==> src/rtl/slot_dispatch_pkg.sv <==
// Shared defaults and helpers for the slot dispatch decoder.
// Index widths up to MAX_IDX_W bits are supported by the helpers below.
package slot_dispatch_pkg;

    localparam int DEF_N_SLOT = 8;
    localparam int DEF_IDX_W  = 3;
    localparam int DEF_CD_W   = 16;
    localparam int MAX_IDX_W  = 8;

    typedef struct packed {
        logic                 valid;
        logic [MAX_IDX_W-1:0] idx;
    } pend_t;

    function automatic logic [2**MAX_IDX_W-1:0] onehot(input logic [MAX_IDX_W-1:0] idx);
        onehot      = '0;
        onehot[idx] = 1'b1;
    endfunction

endpackage

==> src/rtl/slot_dispatch_decoder_if.sv <==
// Request/grant bundle between a requester (master) and the slot dispatch decoder (slave).
interface slot_dispatch_decoder_if #(
    parameter int N_SLOT = slot_dispatch_pkg::DEF_N_SLOT,
    parameter int IDX_W  = slot_dispatch_pkg::DEF_IDX_W
);
    logic              tick;
    logic              clear;
    logic              req_valid;
    logic [IDX_W-1:0]  req_idx;
    logic [N_SLOT-1:0] slot_en;
    logic [N_SLOT-1:0] grant_onehot;
    logic              grant_valid;
    logic [IDX_W-1:0]  grant_idx;
    logic              reject;
    logic [N_SLOT-1:0] busy;

    modport master (
        output tick, clear, req_valid, req_idx, slot_en,
        input  grant_onehot, grant_valid, grant_idx, reject, busy
    );

    modport slave (
        input  tick, clear, req_valid, req_idx, slot_en,
        output grant_onehot, grant_valid, grant_idx, reject, busy
    );
endinterface

==> src/rtl/slot_cd_ctr.sv <==
// Per-slot cooldown down-counter: clear beats load beats tick; saturates at zero.
module slot_cd_ctr #(
    parameter int          CD_W     = 16,
    parameter int unsigned COOLDOWN = 1000
) (
    input  logic clk,
    input  logic rst_n,
    input  logic clear,
    input  logic load,
    input  logic tick,
    output logic busy
);
    logic [CD_W-1:0] cd_q;

    always_ff @(posedge clk or negedge rst_n) begin
        if (!rst_n) begin
            cd_q <= '0;
        end else if (clear) begin
            cd_q <= '0;
        end else if (load) begin
            cd_q <= CD_W'(COOLDOWN);
        end else if (tick && cd_q != '0) begin
            cd_q <= cd_q - CD_W'(1);
        end
    end

    assign busy = (cd_q != '0);
endmodule

==> src/rtl/slot_dispatch_decoder.sv <==
// Index-to-one-hot grant decoder with per-slot cooldown timers.
// Optional one-entry pending register for busy slots: define SLOT_DISPATCH_PENDING_EN.
module slot_dispatch_decoder
    import slot_dispatch_pkg::*;
#(
    parameter int          N_SLOT   = DEF_N_SLOT,
    parameter int          IDX_W    = DEF_IDX_W,
    parameter int          CD_W     = DEF_CD_W,
    parameter int unsigned COOLDOWN = 1000
) (
    input logic              clk,
    input logic              rst_n,
    slot_dispatch_decoder_if.slave bus
);
    localparam int NP = 1 << IDX_W;

    logic [N_SLOT-1:0] busy_w;
    logic [N_SLOT-1:0] load_w;
    logic [NP-1:0]     en_pad;
    logic [NP-1:0]     busy_pad;
    logic              in_range;
    logic              new_ok;
    logic              grant_nxt;
    logic              reject_nxt;
    logic [IDX_W-1:0]  grant_idx_nxt;

    logic [N_SLOT-1:0] grant_onehot_q;
    logic              grant_valid_q;
    logic [IDX_W-1:0]  grant_idx_q;
    logic              reject_q;

    // Padding to 2**IDX_W lets out-of-range indices select a harmless zero bit.
    assign en_pad   = NP'(bus.slot_en);
    assign busy_pad = NP'(busy_w);
    assign in_range = int'(bus.req_idx) < N_SLOT;
    assign new_ok   = bus.req_valid & in_range & en_pad[bus.req_idx]
                    & ~busy_pad[bus.req_idx] & ~bus.clear;

`ifdef SLOT_DISPATCH_PENDING_EN
    pend_t            pend_q;
    logic [IDX_W-1:0] pend_idx;
    logic             pend_ready;
    logic             pend_fire;
    logic             pend_drop;
    logic             pend_store;

    assign pend_idx   = IDX_W'(pend_q.idx);
    assign pend_ready = pend_q.valid & ~busy_pad[pend_idx] & ~bus.clear;
    assign pend_fire  = pend_ready & en_pad[pend_idx];
    assign pend_drop  = pend_ready & ~en_pad[pend_idx];
    assign pend_store = bus.req_valid & in_range & en_pad[bus.req_idx]
                      & busy_pad[bus.req_idx] & ~bus.clear & ~pend_q.valid;

    // A resolving pending entry owns the cycle; any new request is turned away.
    assign grant_nxt     = pend_fire | (new_ok & ~pend_ready);
    assign grant_idx_nxt = pend_fire ? pend_idx : bus.req_idx;
    assign reject_nxt    = pend_drop
                         | (bus.req_valid & ~(new_ok & ~pend_ready) & ~pend_store);

    always_ff @(posedge clk or negedge rst_n) begin
        if (!rst_n) begin
            pend_q <= '0;
        end else if (bus.clear || pend_ready) begin
            pend_q <= '0;
        end else if (pend_store) begin
            pend_q.valid <= 1'b1;
            pend_q.idx   <= MAX_IDX_W'(bus.req_idx);
        end
    end
`else
    assign grant_nxt     = new_ok;
    assign grant_idx_nxt = bus.req_idx;
    assign reject_nxt    = bus.req_valid & ~new_ok;
`endif

    assign load_w = grant_nxt ? N_SLOT'(onehot(MAX_IDX_W'(grant_idx_nxt))) : '0;

    for (genvar i = 0; i < N_SLOT; i++) begin : g_cd
        slot_cd_ctr #(
            .CD_W     (CD_W),
            .COOLDOWN (COOLDOWN)
        ) u_cd (
            .clk   (clk),
            .rst_n (rst_n),
            .clear (bus.clear),
            .load  (load_w[i]),
            .tick  (bus.tick),
            .busy  (busy_w[i])
        );
    end

    always_ff @(posedge clk or negedge rst_n) begin
        if (!rst_n) begin
            grant_onehot_q <= '0;
            grant_valid_q  <= 1'b0;
            grant_idx_q    <= '0;
            reject_q       <= 1'b0;
        end else begin
            grant_onehot_q <= load_w;
            grant_valid_q  <= grant_nxt;
            grant_idx_q    <= grant_nxt ? grant_idx_nxt : '0;
            reject_q       <= reject_nxt;
        end
    end

    assign bus.grant_onehot = grant_onehot_q;
    assign bus.grant_valid  = grant_valid_q;
    assign bus.grant_idx    = grant_idx_q;
    assign bus.reject       = reject_q;
    assign bus.busy         = busy_w;
endmodule
==> src/flat_wrapper.sv <==
// flat-port wrapper written by rule: the top's interface ports become plain ports
module slot_dispatch_decoder_flat import slot_dispatch_pkg::*;
#(
    parameter int          N_SLOT   = DEF_N_SLOT,
    parameter int          IDX_W    = DEF_IDX_W,
    parameter int          CD_W     = DEF_CD_W,
    parameter int unsigned COOLDOWN = 1000
)
  (clk, rst_n, bus_tick, bus_clear, bus_req_valid, bus_req_idx, bus_slot_en, bus_grant_onehot, bus_grant_valid, bus_grant_idx, bus_reject, bus_busy);
  slot_dispatch_decoder_if #(.N_SLOT(N_SLOT), .IDX_W(IDX_W)) bus_i ();
  input logic clk;
  input logic rst_n;
  input wire logic [$bits(bus_i.tick)-1:0] bus_tick;
  input wire logic [$bits(bus_i.clear)-1:0] bus_clear;
  input wire logic [$bits(bus_i.req_valid)-1:0] bus_req_valid;
  input wire logic [$bits(bus_i.req_idx)-1:0] bus_req_idx;
  input wire logic [$bits(bus_i.slot_en)-1:0] bus_slot_en;
  output wire logic [$bits(bus_i.grant_onehot)-1:0] bus_grant_onehot;
  output wire logic [$bits(bus_i.grant_valid)-1:0] bus_grant_valid;
  output wire logic [$bits(bus_i.grant_idx)-1:0] bus_grant_idx;
  output wire logic [$bits(bus_i.reject)-1:0] bus_reject;
  output wire logic [$bits(bus_i.busy)-1:0] bus_busy;
  assign bus_i.tick = bus_tick;
  assign bus_i.clear = bus_clear;
  assign bus_i.req_valid = bus_req_valid;
  assign bus_i.req_idx = bus_req_idx;
  assign bus_i.slot_en = bus_slot_en;
  assign bus_grant_onehot = bus_i.grant_onehot;
  assign bus_grant_valid = bus_i.grant_valid;
  assign bus_grant_idx = bus_i.grant_idx;
  assign bus_reject = bus_i.reject;
  assign bus_busy = bus_i.busy;
  slot_dispatch_decoder #(.N_SLOT(N_SLOT), .IDX_W(IDX_W), .CD_W(CD_W), .COOLDOWN(COOLDOWN)) u_core (.clk(clk), .rst_n(rst_n), .bus(bus_i));
endmodule
==> config.mk <==
export PLATFORM = sky130hd
export DESIGN_NAME = slot_dispatch_decoder_flat
export DESIGN_NICKNAME = d
export VERILOG_FILES = /design/src/rtl/slot_dispatch_pkg.sv /design/src/rtl/slot_dispatch_decoder_if.sv /design/src/rtl/slot_cd_ctr.sv /design/src/rtl/slot_dispatch_decoder.sv /design/src/flat_wrapper.sv
export SDC_FILE = /design/constraint.sdc
export NUM_CORES = 1
export LEC_CHECK = 0
export CAP_MARGIN = 0
export CELL_PAD_IN_SITES_DETAIL_PLACEMENT = 0
export CELL_PAD_IN_SITES_GLOBAL_PLACEMENT = 1
export CORE_MARGIN = 1
export CORE_UTILIZATION = 48
export CTS_CLUSTER_SIZE = 14
export DETAILED_ROUTE_END_ITERATION = 8
export PLACE_DENSITY_LB_ADDON = 0.05
export SLEW_MARGIN = 20
export SYNTH_ARGS = -nofsm -noshare
export SYNTH_HDL_FRONTEND = slang
export SYNTH_SLANG_ARGS = --single-unit
==> constraint.sdc <==
create_clock -name clk -period 3.15 [get_ports clk]
set_input_delay 0.4725 -clock clk [delete_from_list [all_inputs] [get_ports clk]]
set_output_delay 0.4725 -clock clk [all_outputs]
set_load 0.01 [all_outputs]
# Word-level counts from Yosys, hierarchy flattened
# Cells that the tools add are included.
word_totals:
  register_bits: 141
  in_bits: 16
  out_inout_bits: 21
classes:
  addsub: 8
  order_cmp: 3
  muxes: 32
  bitwise: 7
  n_reduce_logical: 25
ops:
  columns: ["cell", "count"]
  rows:
  - ["16-bit two-way mux", 24]
  - ["16-bit nonzero test", 8]
  - ["16-bit by 1-bit subtractor with 16-bit output, second input constant", 8]
  - ["3-bit nonzero test", 8]
  - ["1-bit logical AND", 9]
  - ["3-bit by 9-bit less-than comparator with 1-bit output, second input constant", 1]
  - ["8-bit two-way mux", 1]
  - ["1-bit binary-select mux with 3-bit select", 2]
  - ["1-bit AND", 4]
  - ["3-bit by 4-bit less-than comparator with 1-bit output, second input constant", 1]
  - ["1-bit demux with 3-bit select", 1]
  - ["3-bit by 1-bit greater-or-equal comparator with 1-bit output, second input constant", 1]
  - ["1-bit two-way mux", 3]
  - ["3-bit two-way mux", 1]
  - ["1-bit NOT", 3]

# Logic depth before layout (Yosys ltp)
# Gate-level depths: netlist (run 1).
depth:
  ltp_word: 9
  ltp_mapped: 9
  mapped_depth_nobuf: 9

# Cells and area by module
# From an unflattened synthesis (run 1), not the netlist that was laid out.
unflattened:
  hier_cells: 888
  area_unflattened_um2: 8280.4
modules_own_cells:
  columns: ["mod", "n_inst", "cells_per_inst", "area_per_inst_um2", "seq_area_each_um2"]
  rows:
  - ["slot_cd_ctr (u_core.g_cd[1].u_cd ...)", 5, 104, 934.6, 400.4]
  - ["slot_cd_ctr (u_core.g_cd[0].u_cd ...)", 3, 106, 975.9, 400.4]
  - ["slot_dispatch_decoder", 1, 50, 679.4, 325.3]

# Worst setup path before layout (run 1)
# No wires, ideal clock.
synth_timing:
  kind: "in2reg"
  start: "in bus_req_idx[1]"
  end: "reg u_core.g_cd[6].u_cd.cd_q[0]"
  arrival_time_ns: 2.104
  t_required_ns: 3.029
  slack_ns: 0.925
  stages: 8
  path_buffers: 2
  path_cell_list: "buf_2 mux2i_1 a31o_1 or2_2 nor4_4 or2_1 buf_2 nor2_1"
synth_via:
  elab_chain_len: 8
synth_lines:
  columns: ["element", "line_no", "text"]
  rows:
  - ["start: declaration", "flat_wrapper.sv:16", "input wire logic [$bits(bus_i.req_idx)-1:0] bus_req_idx;"]
  - ["parallel branches: the longest is 5 deep, another holds 3-bit by 9-bit less-than comparator with 1-bit output", null, null]
  - ["8-bit two-way mux (*)", "slot_dispatch_decoder.sv:76", "assign load_w = grant_nxt ? N_SLOT'(onehot(MAX_IDX_W'(grant_idx_nxt))) : '0;"]
  - ["via u_core.g_cd[6].u_cd.load", "slot_cd_ctr.sv:9", "input logic load,"]
  - ["16-bit two-way mux", "slot_cd_ctr.sv:20", "end else if (load) begin"]
  - ["16-bit two-way mux", "slot_cd_ctr.sv:18", "end else if (clear) begin"]
  - ["end signal: assignment", "slot_cd_ctr.sv:21", "cd_q <= CD_W'(COOLDOWN);"]
  - ["end signal: assignment", "slot_cd_ctr.sv:23", "cd_q <= cd_q - CD_W'(1);"]
  - ["end: declaration", "slot_cd_ctr.sv:13", "logic [CD_W-1:0] cd_q;"]
# Mark *: on every way through the listed nets, which the timed path passes. The select of a mux whose other input is x is not followed.
# A chain may end at the register's enable or synchronous reset.

# Final worst setup path (run 1)
layout_timing:
  start: "reg u_core.g_cd[5].u_cd.cd_q[12]"
  end: "out bus_busy[5]"
layout_via:
  elab_chain_len: 1
layout_lines:
  columns: ["element", "line_no", "text"]
  rows:
  - ["start: declaration", "slot_cd_ctr.sv:13", null]
  - ["start signal: assignment", "slot_cd_ctr.sv:21", null]
  - ["start signal: assignment", "slot_cd_ctr.sv:23", null]
  - ["16-bit nonzero test", "slot_cd_ctr.sv:27", "assign busy = (cd_q != '0);"]
  - ["end: declaration", "flat_wrapper.sv:22", "output wire logic [$bits(bus_i.busy)-1:0] bus_busy;"]
# No other way between the ends.

==> impl_results.md, run 1 <==
* Syn nets at 840
* Sequential Area at 0.00353 mm2
* Leakage at 3.82 nW
* Area of the multi-input gates at 0.00390 mm2
* Final HPWL DP at 12200 um
* Uppermost routed layer: met4
* Setup TNS at 0 ps
* Count leader, synth: dfrtp_1
* Routed wl met3 at 647 um
* Average size of a mapped cell at 9.53 um2
* Slew Limit Fails at 0
* Setup WS pre-CTS at 63.3 ps
* IO Port Bufs at 36
* Initial Util at 0.499
* Setup repair after global routing missed its margin: no
* CP bufs+invs at 1
* Post-synthesis sequential area ratio at 0.458
* Via density at 5.76
* Die H at 129 um
* Setup Skew at 10.5 ps
* Ports at 37
* CP startpoint kind: flip-flop
* Die X at 129 um
* Fmax at 341 MHz
* Post_cts resized at 0
* Flops & latches, synth at 141
* Synth top cells by count: dfrtp_1, nor2_1, nor3_1
* Fin util at 0.577
* Area of placed instances at 0.00830 mm2
* GRT Overall Usage at 0.229
* CTS Sinks at 141
* Maximum VDD drop at 0.602 mV
* Ys async rst share at 1.00
* Status: finished clean
* Fin worst setup slack at 216 ps
* Iter 0 DRT Violations at 287
* Synth top area share at 0.458
* Clock Path Buffers at 2
* Synth cell types at 61
* Die area at 0.0166 mm2
* Layout cells sized above 1 at 0.0921
* Setup Buffers After CTS at 0
* Hold Fails Final Rpt at 0
* Layout area overhead at 15.5%
* Wire per inst at 16.3 um
* Max cap viols at 0
* Area contributors post-synth: dfrtp_1, nor2_1, xnor2_1
* Final setup vio count at 0
* Fin cells at 1069
* Post-Syn Instances at 808
* Cts bufs inserted at 17
* Post-synth EDFFs at 0
* CTS H-tree depth at 4
* Synth area leader: dfrtp_1
* CP required at 2680 ps
* Ys flop type: dfrtp_1
* Crit path max fanout at 5
* Total number of vias at 6161
* Final min period at 2930 ps
* Antenna viol nets, final at 0
* # rows at 45
* Clock root buffer master: clkbuf_16
* DRT Wirelength at 17500 um
* Max-slew headroom at 0.383
* Cells along the critical path: or4_1, nor3_2, nand2_1, clkdlybuf4s50_1
* GP Congestion at 0.816
* Largest net degree at the start of global routing at 84
* Antenna fix cells at 0
* Fillers at 1360
* Initial antenna violation count at 0
* Worst setup EP type: primary output
* WP data arrival at 2460 ps
* Post-route DRC violation count at 0
* WL met1 at 8650 um
* Grt ovf at 0
* Vias in the first global route at 6018
* # hold bufs at CTS at 0
* Syn. warnings at 0
* Worst hold slack at 76.9 ps
* Crit path max-delay cell type: or4_1
* Worst Tran Pin Value at 926 ps
* Worst skew pair latency at 420 ps
* Clock edge transition at the registers on the reported setup and hold paths at 60 ps
* Syn Std Cell Area at 0.00770 mm2
* Worst Hold Class: input pin to asynchronous set/reset pin
* CP top delay family: simple AND/OR/NAND/NOR gates
* Final net count at 879
* Core ar. at 0.0154 mm2
* CTS tree: yes
* Met2 Routed Length at 7990 um
* Pwr Total at 10.8 mW
* TritonRoute pass-1 iters at 5
* CP Class: flip-flop to primary output
* CP max stage delay at 610 ps
* Power Density at 1220 mW/mm2
* Tcrit/Tclk final at 0.932
* Placed Cells at 1039
* Design area at 0.00890 mm2
* First-pass GRT wire length at 29800 um
worst reg2reg max path: stages (launching register included):
cell and delay (ps):
dfrtp_1 400, inv_1 90, ha_1 150, nor4b_1 440, nand4_1 250, and2_1 400
or2_1 350, nor2b_1 170, a311oi_1 260
power by group:
group | internal [mW] | switching (mW) | total, mW | leakage (nW)
Sequential | 2.51 | 0.842 | 3.35 | 1.91
Clock | 1.27 | 0.749 | 2.02 | 0.283
Combinational | 2.35 | 3.09 | 5.45 | 1.63
placed cells by master, fill, tap and decap left out, types with 4 or more instances in the layout:
cell and n:
nand3_1 21, clkbuf_16 17, nor3_1 58, nand3b_1 4, nor4b_1 6, inv_1 23
and3_1 4, a211oi_1 28, nand2b_1 11, nor2b_1 15, clkinvlp_4 4, xor2_1 36
nand4_1 11, nor2_1 123, nor4_1 28, a311oi_1 28, nor3b_1 9, nor4_2 6
dfrtp_1 141, a21o_1 4, nand2_1 48, xnor2_1 38, a41oi_1 5, a21oi_1 17
or2_1 4, clkdlybuf4s50_1 34, o21ai_1 6, nor4_4 5, o21ai_0 9, buf_4 20
ha_1 16, or3_1 19, or4_1 5
cells by family (layout without fill, tap and decap cells):
logic type / Yosys count / count (layout) / share of synthesized area
mux: 2 / 2 / 0.00260
simple gates: 397 / 397 / 0.281
compound gates: 116 / 116 / 0.112
buf+inv: 62 / 112 / 0.0357
xor+xnor: 74 / 74 / 0.0842
flops: 141 / 141 / 0.458
fa+ha+maj: 16 / 16 / 0.0260
final timing paths:
check | from | depth (start not counted) | to | slack (ps)
worst max-delay path | u_core.g_cd[5].u_cd.cd_q[12]$_DFFE_PN0P_ | 4 | bus_busy[5] | 220
worst min-delay path | rst_n | 1 | u_core.g_cd[0].u_cd.cd_q[1]$_DFFE_PN0P_ | 80
worst max register to register | u_core.g_cd[2].u_cd.cd_q[0]$_DFFE_PN0P_ | 8 | u_core.g_cd[2].u_cd.cd_q[8]$_DFFE_PN0P_ | 550
worst min register to register | u_core.g_cd[4].u_cd.cd_q[5]$_DFFE_PN0P_ | 1 | u_core.g_cd[4].u_cd.cd_q[5]$_DFFE_PN0P_ | 510
max in group asynchronous | rst_n | 2 | u_core.g_cd[3].u_cd.cd_q[6]$_DFFE_PN0P_ | 2260
min in group clk | u_core.g_cd[4].u_cd.cd_q[5]$_DFFE_PN0P_ | 1 | u_core.g_cd[4].u_cd.cd_q[5]$_DFFE_PN0P_ | 510
flip-flops by register name (all words and copies together), names as in the netlist:
signal                   count
u_core.bus.grant_idx         3
u_core.bus.grant_onehot      8
u_core.bus.grant_valid       1
u_core.bus.reject            1
u_core.g_cd.u_cd.cd_q      128
layer usage:
layer  vias to the layer above  GRT usage
li1                       2996          -
met3                        12     0.0536
met2                       100      0.352
met5                         -          0
met1                      3053      0.321
met4                         0     0.0699
final cells by class:
cell class | instances | area share
Multi-Input combinational cell | 605 | 0.438
Sequential cell | 141 | 0.397
Timing Repair Buffer | 56 | 0.0569
Clock buffer | 19 | 0.0509
Tap cell | 211 | 0.0297
Clock inverter | 11 | 0.0162
Inverter | 26 | 0.0115
Note: power is estimated with default switching activity, not from simulation.
==> inputs of run 2 (changes only) <==
Settings changed: CORE_UTILIZATION 48 to 40, SYNTH_HIERARCHICAL from default to 1.
==> run 2 against run 1 <==
Area after synthesis increased by 7.5%; power increased by 16%; die area increased by 29%; clock-buffer cell count increased by 5; register-to-register slack got worse by 380 ps; sequential power decreased by 2%; cell area increased by 14%; cell count increased by 19%; routed wire length increased by 27%.
==> impl_results.md, run 2 <==
* Status: finished clean
* Max-slew headroom at 0.426
* Leakage at 4.46 nW
* Worst hold slack at 508 ps
* Setup Skew at 12.9 ps
* Total number of vias at 7590
* CP Class: flip-flop to flip-flop
* Commonest cells after routing, fill and taps aside: dfrtp_1, buf_4, a21oi_1
* Max FFs per register at 128
* Worst Tran Pin Value at 862 ps
* Crit path max fanout at 6
* Post-Synth Adder-Cell Area at 0.0121
* IO Port Bufs at 36
* TritonRoute pass-1 iters at 5
* Layout cells sized above 1 at 0.205
* CP max stage delay at 410 ps
* Via density at 5.99
* CTS tree: yes
* Area contributors post-synth: dfrtp_1, a31oi_1, or3_1
* Layout area overhead at 22.9%
* Worst Hold Class: input pin to asynchronous set/reset pin
* Ys async rst share at 1.00
* Post-Syn Instances at 888
* Hold Fails Final Rpt at 0
* Synth area leader: dfrtp_1
* First-pass GRT wire length at 37200 um
* Largest family of logic cells by synthesized area: simple AND/OR/NAND/NOR gates
* Syn Std Cell Area at 0.00828 mm2
* CP startpoint kind: flip-flop
* Final min period at 2980 ps
* Syn. warnings at 6
* Compound-Gate Fraction of Synth Area at 0.198
* Worst r2r path cells at 11
* Post-synthesis sequential area ratio at 0.426
* Largest net degree at the start of global routing at 76
* Synth top area share at 0.426
* Design area at 0.0102 mm2
* Initial antenna violation count at 0
* Worst setup EP type: flip-flop
* Antenna viol nets, final at 0
* Sw power at 5.57 mW
* Clock edge transition at the registers on the reported setup and hold paths at 60 ps
* Crit path top cell by count: buf_4
* Worst skew pair latency at 420 ps
* CTS Sinks at 141
* Flop pwr share at 0.261
* Post-synth EDFFs at 0
* Count leader, synth: dfrtp_1
* Tcrit/Tclk final at 0.947
* Die H at 146 um
* Grt ovf at 0
* GP Congestion at 0.810
* Worst Setup SP: u_core/g_cd[1].u_cd/cd_q[15]$_DFFE_PN0P_
* Average size of a mapped cell at 9.32 um2
* Biggest register: u_core/g_cd.u_cd/cd_q
* CP required at 3450 ps
* Synth cell types at 61
* Synth Area in XOR/XNOR at 0
* Clock Power Share at 0.160
* Final HPWL DP at 15300 um
* Iter 0 DRT Violations at 503
* Vias in the first global route at 7448
* Initial Util at 0.409
* Area of placed instances at 0.00938 mm2
* Mux share of post-synthesis cell area at 0.0213
* GRT Overall Usage at 0.216
* Syn nets at 912
* Crit path max-delay cell type: a222oi_1
* R2R Path Start: u_core/g_cd[1].u_cd/cd_q[15]$_DFFE_PN0P_
* Part of the power in combinational logic at 0.579
* Final setup vio count at 0
* Simple-Gate Fraction of Synth Area at 0.303
* Synth top cells by count: dfrtp_1, a21oi_1, a31oi_1
* R2r endpoint: u_core/g_cd[0].u_cd/cd_q[4]$_DFFE_PN0P_
* Maximum VDD drop at 0.648 mV
* Cell internal pwr at 7.02 mW
* DRT Wirelength at 22200 um
* Flops & latches, synth at 141
* WP data arrival at 3280 ps
* Post-route DRC violation count at 0
* Slew Limit Fails at 0
* Switching portion of total power at 0.442
* Commonest non-fill, non-tap cell in the layout: dfrtp_1
* Max cap viols at 0
* Die X at 146 um
* Antenna fix cells at 0
* Clock root buffer master: clkbuf_16
* CTS H-tree depth at 4
* Core ar. at 0.0202 mm2
* Clock Path Buffers at 2
* Final net count at 1009
* Die area at 0.0213 mm2
* Cts bufs inserted at 17
* Ys flop type: dfrtp_1
* # rows at 52
* Wire per inst at 17.5 um
* Fmax at 335 MHz
* Ports at 37
* Power Density at 1240 mW/mm2
* Setup TNS at 0 ps
* R2r setup slk at 170 ps
* Cells along the critical path: nor4_2, buf_4, and4_4, clkinv_2, mux2_1, a222oi_1, buf_4, and4b_2, or2_4, a211oi_1, a41o_1
[run 2: cell count changes after synthesis, moves of 24 or more]
cell	delta
nor2_1	-72
a31oi_1	+51
a21oi_1	+38
xnor2_1	-38
o21ai_0	+37
xor2_1	-36
o31ai_1	+32
or3_1	+26
nor3_1	-25
or4_1	+24
[run 2: critical path, delay by kind of cell (launching register included)]
family                 cells  cell delay (ps)
multiplexers               1              290
flip-flops                 1              400
AO/OA/AOI/OAI              3              700
buffers and inverters      3              430
AND/OR/NAND/NOR            4             1040
[run 2: repair_timing]
| item | in CTS | in global routing |
|---|---|---|
| hold buffers | 1 | 0 |
| setup endpoints to repair | 0 | 62 |
| setup buffers | 0 | 10 |
| resized for setup | 0 | 30 |
| hold endpoints to repair | 27 | 0 |
[run 2: cell type report]
| class | instances | area [um2] |
|---|---|---|
| Timing Repair Buffer | 117 | 990 |
| Tap cell | 270 | 338 |
| Inverter | 42 | 166 |
| Clock inverter | 7 | 85.1 |
| Sequential cell | 141 | 3530 |
| Clock buffer | 24 | 502 |
| Multi-Input combinational cell | 666 | 4560 |
| Fill cell | 1868 | 10100 |
[run 2: power by group through the flow]
stage / Sequential [mW] / Clock [mW] / Combinational, mW
after floorplan: 3.08 / 0 / 4.68
final: 3.28 / 2.02 / 7.29
after global placement: 3.23 / 0 / 6.85
after global routing: 3.40 / 2.16 / 8.08
after CTS: 3.23 / 2.08 / 7.04
after detailed placement: 3.25 / 0 / 7.01
[run 2: through the flow]
step	util	instances	power, mW	worst slack (ps)
floorplan	-	888	7.77	17.7
global placement	0.464	1225	10.1	109
detailed placement	0.464	1225	10.3	62.6
CTS	0.493	1257	12.4	41.2
global route	0.503	1267	13.6	-25.3
finish	0.503	1267	12.6	166
[run 2: how the worst max path moves through the flow]
stage	to	depth (start not counted)
floorplan	u_core/g_cd[0].u_cd/cd_q[13]$_DFFE_PN0P_	13
global placement	u_core/g_cd[3].u_cd/cd_q[2]$_DFFE_PN0P_	9
detailed placement	u_core/g_cd[0].u_cd/cd_q[6]$_DFFE_PN0P_	9
CTS	u_core/g_cd[0].u_cd/cd_q[6]$_DFFE_PN0P_	11
global route	u_core/g_cd[0].u_cd/cd_q[13]$_DFFE_PN0P_	12
finish	u_core/g_cd[0].u_cd/cd_q[4]$_DFFE_PN0P_	11
[run 2: routing by layer]
layer	GRT usage	up-vias	routed length, um
met5	0	-	0
met4	0.0637	0	257
met3	0.0448	15	887
met2	0.353	160	10600
met1	0.289	3750	10500
li1	-	3665	-
[run 2: cells by family (layout without fill, tap and decap cells)]
| kind of cell | count (synthesis) | in the layout |
|---|---|---|
| adder cells (fa/ha/maj) | 8 | 8 |
| multiplexers | 13 | 13 |
| AND/OR/NAND/NOR | 393 | 393 |
| flip-flops | 141 | 141 |
| AO/OA/AOI/OAI | 252 | 252 |
| buffers and inverters | 81 | 190 |
